==> src/rtl/reg_file_2r1w_pkg.sv <==
// Shared constants for the 2-read / 1-write register file.
//   WIDTH_DEF / DEPTH_DEF / AW_DEF : default geometry (8 x 8-bit, 3-bit address)
//   ZERO_REG                       : address of the hardwired-zero register
//   ZERO_WORD                      : all-zero data word
package reg_file_2r1w_pkg;

  localparam int unsigned WIDTH_DEF = 8;
  localparam int unsigned DEPTH_DEF = 8;
  localparam int unsigned AW_DEF    = 3;

  localparam int unsigned ZERO_REG = 0;

  localparam logic [WIDTH_DEF-1:0] ZERO_WORD = '0;

endpackage

==> src/rtl/reg_file_2r1w_word.sv <==
// One WIDTH-bit register with load enable and synchronous active-low reset.
//   CLK : rising-edge clock
//   R_  : synchronous reset, active-low (wins over EN)
//   EN  : load enable; Q holds when low
//   D   : data in
//   Q   : registered data out
module reg_word #(
  parameter int unsigned WIDTH = 8
) (
  input  logic             CLK,
  input  logic             R_,
  input  logic             EN,
  input  logic [WIDTH-1:0] D,
  output logic [WIDTH-1:0] Q
);

  logic [WIDTH-1:0] word_d;
  logic [WIDTH-1:0] word_q;

  always_comb begin
    word_d = word_q;
    if (!R_) begin
      word_d = '0;
    end else if (EN) begin
      word_d = D;
    end
  end

  always_ff @(posedge CLK) begin
    word_q <= word_d;
  end

  assign Q = word_q;

endmodule

==> src/rtl/reg_file_2r1w.sv <==
// General-purpose register file: one synchronous write port, two registered
// read ports with write-to-read bypass. Register 0 reads as zero.
//   CLK           : rising-edge clock
//   R_            : synchronous reset, active-low; clears storage and RD1/RD2
//   WE/WA/WD      : write enable, address, data (WA = 0 ignored)
//   RE1/RA1 -> RD1: read port 1, 1-cycle latency, holds when RE1 low
//   RE2/RA2 -> RD2: read port 2, independent of port 1
module reg_file_2r1w
  import reg_file_2r1w_pkg::*;
#(
  parameter int unsigned WIDTH = WIDTH_DEF,
  parameter int unsigned DEPTH = DEPTH_DEF,
  parameter int unsigned AW    = AW_DEF
) (
  input  logic             CLK,
  input  logic             R_,
  input  logic             WE,
  input  logic [AW-1:0]    WA,
  input  logic [WIDTH-1:0] WD,
  input  logic             RE1,
  input  logic [AW-1:0]    RA1,
  output logic [WIDTH-1:0] RD1,
  input  logic             RE2,
  input  logic [AW-1:0]    RA2,
  output logic [WIDTH-1:0] RD2
);

  // Storage view; entry 0 is the constant zero word, not a register.
  logic [DEPTH-1:0][WIDTH-1:0] mem;

  // Write decode only covers addresses 1..DEPTH-1, which masks register 0.
  logic [DEPTH-1:1] we_sel;

  logic             wa_nonzero;
  logic             byp1;
  logic             byp2;
  logic [WIDTH-1:0] rd1_d;
  logic [WIDTH-1:0] rd2_d;

  always_comb begin
    we_sel = '0;
    for (int unsigned i = 1; i < DEPTH; i++) begin
      we_sel[i] = WE && (WA == AW'(i));
    end
  end

  assign mem[0] = WIDTH'(ZERO_WORD);

  for (genvar g = 1; g < DEPTH; g++) begin : g_store
    reg_word #(.WIDTH(WIDTH)) u_word (
      .CLK (CLK),
      .R_  (R_),
      .EN  (we_sel[g]),
      .D   (WD),
      .Q   (mem[g])
    );
  end

  // A same-edge write to the addressed register forwards WD; RA = 0 never
  // bypasses, so mem[0] keeps register 0 reading as zero.
  always_comb begin
    wa_nonzero = (WA != AW'(ZERO_REG));
    byp1       = WE && wa_nonzero && (WA == RA1);
    byp2       = WE && wa_nonzero && (WA == RA2);
    rd1_d      = byp1 ? WD : mem[RA1];
    rd2_d      = byp2 ? WD : mem[RA2];
  end

  reg_word #(.WIDTH(WIDTH)) u_rd1 (
    .CLK (CLK),
    .R_  (R_),
    .EN  (RE1),
    .D   (rd1_d),
    .Q   (RD1)
  );

  reg_word #(.WIDTH(WIDTH)) u_rd2 (
    .CLK (CLK),
    .R_  (R_),
    .EN  (RE2),
    .D   (rd2_d),
    .Q   (RD2)
  );

endmodule

==> config.mk <==
export PLATFORM = sky130hd
export DESIGN_NAME = reg_file_2r1w
export DESIGN_NICKNAME = d
export VERILOG_FILES = /design/src/rtl/reg_file_2r1w_pkg.sv /design/src/rtl/reg_file_2r1w_word.sv /design/src/rtl/reg_file_2r1w.sv
export SDC_FILE = /design/constraint.sdc
export NUM_CORES = 1
export LEC_CHECK = 0
export BUFFER_PORTS_ARGS = -buffer_cell sky130_fd_sc_hd__buf_2
export CAP_MARGIN = 20
export CORE_MARGIN = 10
export CORE_UTILIZATION = 38
export DETAILED_ROUTE_END_ITERATION = 8
export HOLD_SLACK_MARGIN = 0.03
export PLACE_DENSITY = 0.59
export SLEW_MARGIN = 10
export SYNTH_ARGS = -nofsm -noshare
export SYNTH_HDL_FRONTEND = slang
export SYNTH_HIERARCHICAL = 1
export SYNTH_SLANG_ARGS = --single-unit
==> constraint.sdc <==
create_clock -name CLK -period 1.9 [get_ports CLK]
set_input_delay 0.095 -clock CLK [delete_from_list [all_inputs] [get_ports CLK]]
set_output_delay 0.095 -clock CLK [all_outputs]
set_load 0.03 [all_outputs]
# After elaboration in Yosys (flattened, before gate mapping)

Index checks and enable logic that the tools add are counted.
Widths: inputs -> output; s select.

Order comparisons: 2
Eq/ne operators: 9
Muxes and demuxes: 6
Reduce and logical (&&, ||, !) cells: 11

Operators by type and width:

| kind               | count |
|---|---|
| $bmux 8 s3         | 2 |
| $mux 8             | 4 |
| $eq 3x3->1 const B | 4 |
| $logic_and 1x1->1  | 10 |
| $lt 3x4->1 const B | 2 |
| $eq 3x2->1 const B | 2 |
| $eq 3x3->1         | 2 |
| $eq 3x1->1 const B | 1 |
| $reduce_bool 3->1  | 1 |

Register bits after elaboration: 72
Input bits: 22
Output and inout bits: 16
Word-level logic and storage cells: 37

# Depth between registers and ports, before layout

Depth after elaboration: 4
Mapped depth: 8

# Hierarchy

The synthesis kept the hierarchy.

By module, submodules not included:

| module        | times used | cells each | area an instance (sq um) |
|---|---|---|---|
| reg_word      | 9          | 25         | 301.5 |
| reg_file_2r1w | 1          | 158        | 1287.5 |

# Worst setup path before layout

No wires, ideal clock.

Kind: in2reg
Start point: input RA1[0]
End point: register u_rd1.word_q[2] (netlist: u_rd1/Q[2])
Library setup time: 0.116 ns
Arrival: 1.237 ns
Required time: 1.784 ns
Slack: 0.547 ns
Stages: 7
Buffers on the path: 2
Cell sequence: buf_6 -> buf_2 -> mux2_2 -> a221oi_1 -> o31ai_1 -> mux2i_1 -> nor2b_1

Longest elaborated chain between the ends: 3

Ends and longest elaborated chain:

| item                                                              | line                                     | source |
|---|---|---|
| from (decl)                                                       | reg_file_2r1w.sv:21                      | `input logic [AW-1:0] RA1,` |
| $bmux 8 s3 or $eq 3x3->1 (tied branches)                          | reg_file_2r1w.sv:65, reg_file_2r1w.sv:63 |  |
| $mux 8 (implied by the code) or $logic_and 1x1->1 (tied branches) | reg_file_2r1w.sv:65, reg_file_2r1w.sv:63 |  |
| $mux 8 *                                                          | reg_file_2r1w.sv:65                      | `rd1_d = byp1 ? WD : mem[RA1];` |
| named net rd1_d[2]                                                | reg_file_2r1w.sv:37                      | `logic [WIDTH-1:0] rd1_d;` |
| to (signal assigned)                                              | reg_file_2r1w_word.sv:30                 | `word_q <= word_d;` |
| to (decl)                                                         | reg_file_2r1w_word.sv:18                 | `logic [WIDTH-1:0] word_q;` |

Mark *: on every way through the listed nets, which the timed path passes. The rest lies on a longest branch. The select of a mux whose other input is x is not followed.
A chain may end at the register's enable or synchronous reset.

# Final worst setup path

Start point: register g_store[3].u_word.word_q[6]
End point: register u_rd2.word_q[6] (netlist: u_rd2/Q[6])

Longest elaborated chain between the ends: 3

Ends and longest elaborated chain:

| item                         | line                     | source |
|---|---|---|
| from (decl)                  | reg_file_2r1w_word.sv:18 |  |
| from (signal assigned)       | reg_file_2r1w_word.sv:30 |  |
| $bmux 8 s3                   | reg_file_2r1w.sv:66      | `rd2_d = byp2 ? WD : mem[RA2];` |
| $mux 8 (implied by the code) | reg_file_2r1w.sv:66      |  |
| $mux 8                       | reg_file_2r1w.sv:66      |  |
| named net rd2_d[6]           | reg_file_2r1w.sv:38      | `logic [WIDTH-1:0] rd2_d;` |
| to (signal assigned)         | reg_file_2r1w_word.sv:30 |  |
| to (decl)                    | reg_file_2r1w_word.sv:18 |  |

The timed path passes the listed nets, and every way through them passes these cells. The select of a mux whose other input is x is not followed.

==> flow_summary_export.csv <==
group,metric,value,unit
cts,cts.htree.levels,3,
logic_synthesis,synth_top_flop_cell,"dfxtp_1",
layout,finalNonFillerCells,561,
placed_design,io_buffers,37,
layout,final_common_cell,"mux2i_1",
die,rows,37,
logic_synthesis,synthCells,383,
global_routing,first_global_vias,3105,
layout,drive_gt1_share,24.5,%
route,viasPerCell,5.24,
timing,fin_ws,404,ps
layout,most-common-layout-cells,"mux2i_1 (88), nor2b_1 (75), dfxtp_1 (72)",
cts,ctsResizeCount,0,
global_routing,met2_usage,23.6,%
layout,num-nets-final,443,
timing,setup-violations-final,0,
logic_synthesis,netlist_area,0.00400,mm^2
die,dieArea,0.0150,mm^2
run_status,status,"complete, no violations",
worst_setup_path,crit_fanout,3,
global_routing,grt_antenna_before_repair,0,
cts,hold_buffers,0,
hold_path,whs_path_depth,3,
logic_synthesis,async_flop_share,0,%
logic_synthesis,ys_ff_latch,72,
global_routing,grt_pass1_wl,16500,um
timing,max_slew_margin,70.3,%
logic_synthesis,seq_area_frac_synth,36.0,%
placed_design,dp.cells,546,
die,initial_utilization,38.9,%
timing,holdWs,141,ps
route,route.vias.total,2937,
layout,area_growth_syn_to_layout,11.4,%
timing,fmax,0.669,GHz
cts,clock_tree.buffer_depth,2,
cts,cts-root-buf,"clkbuf_8",
global_routing,grtUsageMet3,2.85,%
hold_path,hold_class,"input port to register",
die,core,0.0103,mm^2
timing,final.setup.tns,0,ps
route,drc_errors,0,
cts,cts_tree,"done",
logic_synthesis,synthDistinctLibCells,23,
die,die_w,123,um
global_routing,globalRoute.totalOverflow,0,
global_routing,use_met1,16.7,%
worst_setup_path,worstSetupPathType,"register to register",
timing,drv_slew,0,
die,die_height,123,um
worst_setup_path,start_kind,"register",
cts,path_clk_slew,70,ps
worst_setup_path,worstPathRequired,2150,ps
logic_synthesis,syn-num-nets,405,
placed_design,dp_slack,230,ps
job,cap_viol_max_count,0,
timing,fin_crit_sh,78.7,%
global_routing,grt_use_total,14.0,%
cts,cts_buffers,9,
timing,finalClockSkew,8.60,ps
route,ant_nets,0,
route,totalWireLength,9890,um
route,dr.pass1.iters,4,
logic_synthesis,syn_avg_cell_area,10.4,um^2
timing,post-route-min-period,1500,ps
global_routing,top_usage_layer,"met2",
cts,clk_latency,350,ps
timing,worst_slew_pin_slew,445,ps
power,powerDensity,733,mW/mm^2
die,top_level_ports,38,
timing,rsz0062_at_grt,"no",
route,wl_per_cell,17.6,um
power,totalPowerFinal,3270,uW
global_routing,grt_max_degree,46,
cts,clock_sinks,72,
logic_synthesis,yosys_warnings,6,
logic_synthesis,synth_edf_count,0,
power,vdd_ir_drop_max,0.272,mV
worst_setup_path,rr_worst_depth,6,
placed_design,routabilityCongestion,0.809,
route,first_iter_violations,89,
worst_setup_path,cp_data_arrival_time,1740,ps
layout,antenna_cells,0,
power,leakage,0.00165,uW
timing,hold_viol_final,0,
cts,postCtsSetupBuffers,0,
worst_setup_path,end_kind,"register",
placed_design,dp_hpwl,7290,um
## area by class of cell
class | instances | area, um^2
fill | 1038 | 5820
multi-input combinational | 283 | 2330
sequential | 72 | 1440
timing repair buffer | 55 | 333
tap | 136 | 170
clock buffer | 11 | 141
clock inverter | 4 | 45.0
## cell usage after synthesis, types with 3 or more instances
master | n | area, um^2
xor2_1 | 6 | 52.6
buf_2 | 6 | 30.0
nor2b_1 | 75 | 469
buf_6 | 15 | 169
nand2b_1 | 4 | 25.0
o21ai_0 | 6 | 30.0
nand2_1 | 19 | 71.3
mux2i_1 | 88 | 881
dfxtp_1 | 72 | 1440
a221oi_1 | 16 | 140
nor2_1 | 6 | 22.5
o31ai_1 | 8 | 60.1
a221o_1 | 8 | 80.1
o22ai_1 | 8 | 50.1
mux2_2 | 32 | 360
clkbuf_1 | 3 | 11.3
## state kept, by name, indices dropped and copies added (netlist names)
name / cells
u_rd1/Q: 8
u_rd2/Q: 8
g_store.u_word/Q: 56
## path summary, 6_finish.rpt
check	from	end	slack [ps]
min reg2reg	u_rd2/Q[7]$_SDFFE_PN0P_	u_rd2/Q[7]$_SDFFE_PN0P_	510
max	g_store[3].u_word/Q[6]$_SDFFE_PN0P_	u_rd2/Q[6]$_SDFFE_PN0P_	400
min	WD[1]	g_store[1].u_word/Q[1]$_SDFFE_PN0P_	140
max reg2reg	g_store[3].u_word/Q[6]$_SDFFE_PN0P_	u_rd2/Q[6]$_SDFFE_PN0P_	400
## worst max-delay path: stages (launching register included)
cell and delay [ps]:
dfxtp_1 330, mux2_2 270, a221oi_1 350, a221o_1 170, o21ai_0 80, mux2i_1 140
nor2b_1 60
## report_power, final
| group | total [uW] | switching [uW] | leakage [uW] | internal, uW |
|---|---|---|---|---|
| registers | 1590 | 31.2 | 0.000584 | 1550 |
| logic | 489 | 281 | 0.000970 | 208 |
| clock network | 1190 | 565 | 0.0000989 | 629 |
| total | 3270 | 877 | 0.00165 | 2390 |
## kinds of logic (layout without fill, tap and decap cells)
logic type / after synthesis / after routing / synth area share, %
AO/OA/AOI/OAI: 49 / 49 / 9.79
XOR/XNOR: 6 / 6 / 1.31
buffers and inverters: 28 / 70 / 5.82
flip-flops: 72 / 72 / 36.0
multiplexers: 120 / 120 / 31.0
AND/OR/NAND/NOR: 108 / 108 / 16.0
## per-layer routing
layer / vias to the layer above / part of all wire (%)
met3: 15 / 4.2
li1: 1452 / -
met1: 1411 / 44
met5: - / 0
met4: 0 / 1.8
met2: 59 / 50
## stage by stage
stage,utilization [%],area [um^2]
after floorplan,-,4000
after global routing,43.4,4460
after CTS,43.4,4460
after detailed placement,41.6,4270
after global placement,41.6,4270
final,43.4,4460
Note: power is estimated with default switching activity, not from simulation.
